==> src/rtl/vsa_multicycle_param.sv <==
// rtl/vsa_multicycle_param.sv - parametrised multicycle VSA core with fetch/memory handshakes and HALT
//
// Purpose: non-pipelined five-stage (IF/ID/EX/MEM/WB) CPU sitting between the
// instruction cache and the data cache.
// Ports:
//   clock        master clock, all state on rising edge
//   reset        asynchronous active-high clear of all state
//   pc           registered instruction address
//   instruction  instruction word, accepted in IF when instr_valid=1
//   instr_valid  instruction word valid
//   alu_output   ALU result / data address register
//   datain       load data, captured on mem_ack during a load
//   dataout      store data (operand register B)
//   rd, wr       data read / write requests, held through the MEM handshake
//   mem_ack      data access complete
//   halted       core is in HLT
//   state        current control state
module vsa_multicycle_param #(
    parameter int DW  = 5,
    parameter int RB  = 2,
    parameter int PCW = 5,
    localparam int IW = 3 * RB + 6,
    localparam int MW = RB + 3
) (
    input  logic           clock,
    input  logic           reset,
    output logic [PCW-1:0] pc,
    input  logic [IW-1:0]  instruction,
    input  logic           instr_valid,
    output logic [DW-1:0]  alu_output,
    input  logic [DW-1:0]  datain,
    output logic [DW-1:0]  dataout,
    output logic           rd,
    output logic           wr,
    input  logic           mem_ack,
    output logic           halted,
    output logic [2:0]     state
);

    localparam logic [2:0] S_IF  = 3'd0;
    localparam logic [2:0] S_ID  = 3'd1;
    localparam logic [2:0] S_EX  = 3'd2;
    localparam logic [2:0] S_MEM = 3'd3;
    localparam logic [2:0] S_WB  = 3'd4;
    localparam logic [2:0] S_HLT = 3'd5;

    localparam logic [2:0] OP_LW   = 3'd0;
    localparam logic [2:0] OP_SW   = 3'd1;
    localparam logic [2:0] OP_BEQZ = 3'd2;
    localparam logic [2:0] OP_ALU  = 3'd3;
    localparam logic [2:0] OP_ADDI = 3'd4;
    localparam logic [2:0] OP_SUBI = 3'd5;
    localparam logic [2:0] OP_HALT = 3'd6;

    logic [PCW-1:0] npc;
    logic [IW-1:0]  ir;
    logic [DW-1:0]  a;
    logic [DW-1:0]  b;
    logic [DW-1:0]  lmd;
    logic           cond;
    logic [DW-1:0]  regFile [0:2**RB-1];

    // Instruction fields; rt shares the rs2 slot and imm overlaps rd/fun.
    logic [2:0]           opcode;
    logic [RB-1:0]        rs1;
    logic [RB-1:0]        rs2;
    logic [RB-1:0]        rdIdx;
    logic [2:0]           fun;
    logic signed [MW-1:0] immS;
    logic [DW-1:0]        immExt;
    logic [PCW-1:0]       brTarget;
    logic [DW-1:0]        aluRes;
    logic                 memDone;

    assign opcode = ir[IW-1 -: 3];
    assign rs1    = ir[IW-4 -: RB];
    assign rs2    = ir[IW-4-RB -: RB];
    assign rdIdx  = ir[RB+2:3];
    assign fun    = ir[2:0];
    assign immS   = ir[MW-1:0];

    // Signed size casts sign-extend the immediate to the target width.
    assign immExt   = DW'(immS);
    assign brTarget = npc + (PCW'(immS) << 1);

    always_comb begin
        aluRes = '0;
        case (fun)
            3'd0: aluRes = a + b;
            3'd1: aluRes = a - b;
            3'd2: aluRes = a & b;
            3'd3: aluRes = a | b;
            3'd4: aluRes = a ^ b;
            3'd5: aluRes = ~a;
            3'd6: aluRes = a >> 1;
            3'd7: aluRes = $signed(a) >>> 1;
            default: aluRes = '0;
        endcase
    end

    // Only loads and stores wait for mem_ack; everything else spends one MEM cycle.
    assign memDone = (opcode == OP_LW || opcode == OP_SW) ? mem_ack : 1'b1;

    assign rd      = (state == S_MEM) && (opcode == OP_LW);
    assign wr      = (state == S_MEM) && (opcode == OP_SW);
    assign halted  = (state == S_HLT);
    assign dataout = b;

    always_ff @(posedge clock or posedge reset) begin
        if (reset) begin
            state      <= S_IF;
            pc         <= '0;
            npc        <= '0;
            ir         <= '0;
            a          <= '0;
            b          <= '0;
            alu_output <= '0;
            cond       <= 1'b0;
            lmd        <= '0;
            for (int i = 0; i < 2**RB; i++) begin
                regFile[i] <= '0;
            end
        end else begin
            case (state)
                S_IF: begin
                    if (instr_valid) begin
                        ir    <= instruction;
                        npc   <= pc + PCW'(2);
                        state <= S_ID;
                    end
                end
                S_ID: begin
                    a     <= regFile[rs1];
                    b     <= regFile[rs2];
                    state <= S_EX;
                end
                S_EX: begin
                    if (opcode == OP_HALT) begin
                        state <= S_HLT;
                    end else begin
                        state <= S_MEM;
                        case (opcode)
                            OP_LW, OP_SW, OP_ADDI: alu_output <= a + immExt;
                            OP_SUBI:               alu_output <= a - immExt;
                            OP_ALU:                alu_output <= aluRes;
                            OP_BEQZ: begin
                                alu_output <= DW'(brTarget);
                                cond       <= (a == '0);
                            end
                            default: ;
                        endcase
                    end
                end
                S_MEM: begin
                    if (memDone) begin
                        if (opcode == OP_LW) begin
                            lmd <= datain;
                        end
                        pc    <= (opcode == OP_BEQZ && cond) ? PCW'(alu_output) : npc;
                        state <= S_WB;
                    end
                end
                S_WB: begin
                    case (opcode)
                        OP_ALU: if (rdIdx != '0) regFile[rdIdx] <= alu_output;
                        OP_ADDI, OP_SUBI: if (rs2 != '0) regFile[rs2] <= alu_output;
                        OP_LW: if (rs2 != '0) regFile[rs2] <= lmd;
                        default: ;
                    endcase
                    state <= S_IF;
                end
                S_HLT: state <= S_HLT;
                default: state <= S_IF;
            endcase
        end
    end

endmodule

==> config.mk <==
export PLATFORM = sky130hd
export DESIGN_NAME = vsa_multicycle_param
export DESIGN_NICKNAME = d
export VERILOG_FILES = /design/src/rtl/vsa_multicycle_param.sv
export SDC_FILE = /design/constraint.sdc
export NUM_CORES = 1
export LEC_CHECK = 0
export ABC_AREA = 1
export BUFFER_PORTS_ARGS = -buffer_cell sky130_fd_sc_hd__buf_2
export CAP_MARGIN = 5
export CORE_UTILIZATION = 30
export DETAILED_ROUTE_END_ITERATION = 6
export GPL_TIMING_DRIVEN = 0
export PLACE_DENSITY = 0.46
export SLEW_MARGIN = 30
export SYNTH_ARGS = -nofsm -noshare
export SYNTH_HDL_FRONTEND = slang
export SYNTH_SLANG_ARGS = --single-unit
==> constraint.sdc <==
create_clock -name clock -period 3.2 [get_ports clock]
set_clock_uncertainty 0.15 [all_clocks]
set_input_delay 0.16 -clock clock [delete_from_list [all_inputs] [get_ports clock]]
set_output_delay 0.16 -clock clock [all_outputs]
set_load 0.01 [all_outputs]
==> qor.txt, run 1 <==
Status = complete, no violations
Vias in the first global route = 4,273
IO buf count = 41
I/O pins = 42
Total power = 5969 uW
Synth Flop Type = dfrtp_1
Synthesized Nets = 693
Setup Total Neg Slack = 0 ps
Crit Path Class = flop to flop
Depth of the worst register-to-register path = 13
Area Overhead vs Synth = 20.57%
Max Clock Freq = 385.0 MHz
Crit. End Element = flop
Leak = 0.002659 uW
DR pass1 iterations = 6
Die X = 125.8 um
Initial core utilization = 0.3117
Avg Synthesized Cell Area = 7.173 um^2
Critical path's largest stage delay = 480 ps
Post-synth EDFFs = 0
Max_cap viols = 0
Average vias per placed instance = 5.069
Clk buf depth = 2
Final setup fails = 0
Antenna viol nets, final = 0
Global-route wire length before repair = 23,460 um
Nets = 764
CP max FO = 6
Worst-Skew Late Latency = 340 ps
Worst Path Required = 3310 ps
GR Overflow Total = 0
Unrepaired setup endpoints after global routing = no
Netlist Area Pre-Place = 4598 um^2
Layout Utilization = 0.3758
Max stage delay cell, worst path = dfrtp_1
Die area = 15,830 um^2
Fin. max-slew vios = 0
CP cell instances = inv_1 -> ha_1 -> nand2_1 -> o31ai_1 -> xor2_1 -> inv_1 -> ha_1 -> a21o_1 -> nor2_1 -> nand3_1 -> nand3_1 -> nand2_1 -> a21oi_1
Clk sinks = 66
Ranking of synthesized cells by area = dfrtp_1, nand2_1, o21ai_0
TritonCTS clock tree = done
Die Y = 125.8 um
# rows = 44
Placed cells = 867
Setup bufs post-CTS = 0
Share of cells above drive strength 1 = 0.1189
Pwr/cell area = 1077 nW/um^2
Worst min path class = input port to flop
Critical Path AT = 2700 ps
Tmin final = 2597 ps
Reg2reg setup slack = 600 ps
Most common cell in the netlist = nand2_1
Yosys cell types = 43
Post-synthesis cell count = 641
Slew @ Worst Pin = 538.2 ps
ANT cells = 0
HP Start = mem_ack
Num CTS Buffers = 9
Async SR Flop Fraction = 1.000
Clock transition at path regs = 60 ps
Crit share post-route = 0.8116
Routed vias = 4,557
Global Route Usage Sum = 0.1924
CP startpoint kind = flop
Post-synth top area share = 0.3592
Routed len/inst = 16.23 um
Initial antenna violation count = 0
Sequential fraction of the synthesis area = 0.3592
Hpwl dp = 10,970 um
R2r endpoint = alu_output[4]
Synth top cells by count = nand2_1, o21ai_0, inv_1
Largest net degree at the start of global routing = 41
Relative slew margins = 0.6393
Non-Filler Instances = 899
Hold EP = state[0]
GP Congestion = 0.8749
WHS Path Cells = 4
Number of gates resized after cts = 0
H-tree depth = 3
Yosys warning count = 0
Core area = 14,750 um^2
Residual DRC = 0
Hold Fails Final Rpt = 0
Detailed Route Iter0 Violations = 346
Total Wirelength = 14,600 um
Root Buffer = clkbuf_16
FF-to-FF Start = ir[1]
Post-synth top area cell = dfrtp_1
Worst IR Drop VDD = 0.0003331 V
Synth Register Bits = 66
cell families after synthesis:
group / synth area share
buf+inv: 0.08653
flops: 0.3592
simple gates: 0.2656
compound gates: 0.1823
fa+ha+maj: 0.08925
xor+xnor: 0.01714
per-layer routing:
layer | GRT usage | part of all wire | up-vias
met5 | 0 | 0 | -
met4 | 0.06308 | 0.011 | 0
met3 | 0.02506 | 0.043 | 10
met2 | 0.2863 | 0.43 | 129
met1 | 0.2862 | 0.52 | 2146
li1 | - | - | 2272
how the worst max path moves through the flow:
stage	from	endpoint	cells after the start	slack [ps]
after floorplan	ir[1]	alu_output[3]	12	970
after global routing	ir[1]	alu_output[4]	13	330
final	ir[1]	alu_output[4]	13	600
after global placement	reset	asynchronous set/reset pin	2	200
after CTS	ir[1]	alu_output[4]	13	540
after detailed placement	ir[1]	alu_output[4]	13	580
repair_timing:
item                       4_1_cts  5_1_grt
hold buffers                    18        0
hold endpoints to repair        43        0
setup endpoints to repair        0        0
critical path: cells and delay by family (launching register included):
kind / cells / cell delay (ps)
AND/OR/NAND/NOR: 5 / 560
adder cells (fa/ha/maj): 2 / 550
flip-flops: 1 / 480
AO/OA/AOI/OAI: 3 / 430
buffers and inverters: 2 / 200
XOR/XNOR: 1 / 140
final cells by class:
type                       count  area [um^2]
fill                        1601         9210
timing repair buffer          60        405.4
inverter                      79        299.0
tap                          184        230.2
buffer                        19        101.3
sequential                    66         1652
clock inverter                 3        65.06
multi-input combinational    477         2549
clock buffer                  11        242.7
layout by cell type (no fill, tap or decap), drive strengths merged:
cell,synthesis,layout
dfrtp,66,66
clkbuf,10,21
fa,3,3
nand2,164,164
nand4,3,3
buf,9,51
o2111ai,2,2
o221ai,1,1
clkinv,1,2
o32ai,1,1
ha,28,28
nor4,1,1
dlygate4sd3,0,18
or2,1,1
o21a,1,1
nand3,63,63
o21ai,104,104
o31ai,4,4
xor2,6,6
a21oi,30,30
a22oi,1,1
nor3,3,3
nor2,42,42
xnor2,3,3
inv,78,78
o22ai,5,5
a211oi,1,1
a31oi,6,6
nand3b,2,2
and2,1,1
a21o,1,1
bufinv,0,2
stage by stage:
step | setup slack [ps] | area [um^2] | hold slack, ps
final | 602.9 | 5544 | 85.98
after CTS | 536.9 | 5544 | 82.09
after floorplan | 970.0 | 4598 | 131.0
after global placement | 197.7 | 5034 | 217.1
after global routing | 326.8 | 5544 | 117.0
after detailed placement | 581.0 | 5056 | 31.23
report_power, final:
| part | total, uW | internal, uW | switching, uW |
|---|---|---|---|
| logic | 3290 | 1200 | 2090 |
| registers | 1600 | 1150 | 454 |
| clock network | 1080 | 694 | 384 |
| total | 5970 | 3040 | 2930 |
No activity file was read; power rests on OpenSTA's default activity.
==> inputs of run 2 (changes only) <==
==> constraint.sdc (replaced) <==
create_clock -name clock -period 2.55 [get_ports clock]
set_clock_uncertainty 0.15 [all_clocks]
set_input_delay 0.1275 -clock clock [delete_from_list [all_inputs] [get_ports clock]]
set_output_delay 0.1275 -clock clock [all_outputs]
set_load 0.01 [all_outputs]
==> qor.txt, run 2 (synthesized netlist as in run 1, its figures left out) <==
Share of cells above drive strength 1 = 0.1389
Crit Path Class = flop to flop
Global-route wire length before repair = 23,460 um
Total power = 7593 uW
Clk buf depth = 2
Most used cell, CP = a21oi_1
Placed cells = 867
Residual DRC = 0
Worst Path Required = 2650 ps
GR Overflow Total = 0
Final setup fails = 0
Max_cap viols = 0
Commonest non-fill, non-tap cell in the layout = nand2_1
Global Route Usage Sum = 0.1924
Critical path's largest stage delay = 380 ps
CP max FO = 10
Area Overhead vs Synth = 21.88%
Worst min path class = input port to flop
H-tree depth = 3
Num CTS Buffers = 9
Global-route track usage on met1 = 0.2862
# rows = 44
Root Buffer = clkbuf_16
Routed len/inst = 16.18 um
Met3 GRT Util = 0.02506
Non-Filler Instances = 904
Relative slew margins = 0.6398
Total Wirelength = 14,630 um
DR pass1 iterations = 6
GP Congestion = 0.8749
Unrepaired setup endpoints after global routing = no
Hpwl dp = 10,970 um
Clock transition at path regs = 60 ps
Initial core utilization = 0.3117
CP cell instances = buf_4 -> inv_1 -> buf_4 -> a21oi_1 -> xor2_1 -> ha_1 -> a21oi_1 -> nand2_1 -> xnor2_1 -> nand2_1 -> nand3_1 -> a21oi_1
GRT Max-Usage Layer = met2
Clk sinks = 66
ANT cells = 0
Status = complete, no violations
Tmin final = 2404 ps
Vias in the first global route = 4,273
IO buf count = 41
Die Y = 125.8 um
Average vias per placed instance = 5.053
Crit share post-route = 0.9427
Die area = 15,830 um^2
Crit. End Element = flop
CP startpoint kind = flop
Leak = 0.002676 uW
Nets = 769
I/O pins = 42
Max stage delay cell, worst path = dfrtp_1
Routed vias = 4,568
Antenna viol nets, final = 0
Worst IR Drop VDD = 0.0004192 V
Worst hold slack = 54.45 ps
Detailed Route Iter0 Violations = 308
TritonCTS clock tree = done
Core area = 14,750 um^2
# fillers = 1,601
Pwr/cell area = 1355 nW/um^2
Die X = 125.8 um
Initial antenna violation count = 0
Hold Fails Final Rpt = 0
Largest net degree at the start of global routing = 41
GR Util met2 = 0.2863
Slew @ Worst Pin = 537.3 ps
Critical Path AT = 2510 ps
Fin. max-slew vios = 0
Max Clock Freq = 416.0 MHz
Most frequent cells in the layout = nand2_1, o21ai_0, inv_1
Worst-Skew Late Latency = 340 ps
[run 2: cell types whose count changed in the layout (fill, tap and decap cells not counted), sizes merged]
cell,previous run,this run
buf,51,56
[run 2: final cells by class]
cell class / instances / area (um^2) / share of cell area
Multi-Input combinational cell: 477 / 2564 / 0.4575
Timing Repair Buffer: 65 / 442.9 / 0.07904
Buffer: 19 / 103.9 / 0.01853
Clock buffer: 11 / 242.7 / 0.04331
Inverter: 79 / 299.0 / 0.05336
Clock inverter: 3 / 65.06 / 0.01161
Sequential cell: 66 / 1657 / 0.2956
Tap cell: 184 / 230.2 / 0.04108
[run 2: per-layer routing]
layer	vias to the layer above	part of all wire
met4	0	0.0094
met2	128	0.43
met5	-	0
li1	2282	-
met1	2148	0.52
met3	10	0.041
[run 2: path summary, 6_finish.rpt]
check                      depth (start not counted)  startpoint            end  slack, ps
hold reg to reg                                    1        flop           flop        330
min in group asynchronous                          3       reset         lmd[3]        180
setup reg to reg                                  12       ir[2]  alu_output[3]        150
setup / recovery                                  12       ir[2]  alu_output[3]        150
max in group asynchronous                          4       reset     dataout[1]       1500
hold / removal                                     4     mem_ack       state[0]         50
[run 2: timing repair]
item                       4_1_cts  5_1_grt
pin swaps                        0        1
hold buffers                    18        0
setup endpoints to repair        2        4
buffers inserted                 0        5
gates resized for setup          3        9
hold endpoints to repair        43        0
[run 2: power breakdown]
| part | internal (uW) | switching, uW | total, uW |
|---|---|---|---|
| Combinational | 1570 | 2670 | 4240 |
| Sequential | 1450 | 553 | 2000 |
| Clock | 871 | 480 | 1350 |
| Total | 3890 | 3710 | 7590 |
[run 2: worst max-delay path: cells and delay by family (launching register included)]
kind | cells | cell delay (ps)
AO/OA/AOI/OAI | 3 | 490
flip-flops | 1 | 380
buffers and inverters | 3 | 430
XOR/XNOR | 2 | 290
AND/OR/NAND/NOR | 3 | 280
adder cells (fa/ha/maj) | 1 | 300
[run 2: stage by stage]
stage | setup WS (ps) | setup TNS [ps] | utilization | instance area (um^2)
5_1_grt | 2.092 | 0 | 0.3798 | 5604
2_1_floorplan | 320.0 | 0 | - | 4598
3_5_place_dp | -69.03 | -99.02 | 0.3427 | 5056
4_1_cts | 4.259 | 0 | 0.3760 | 5548
3_3_place_gp | -419.8 | -27390 | 0.3412 | 5034
6_report | 146.0 | 0 | 0.3798 | 5604
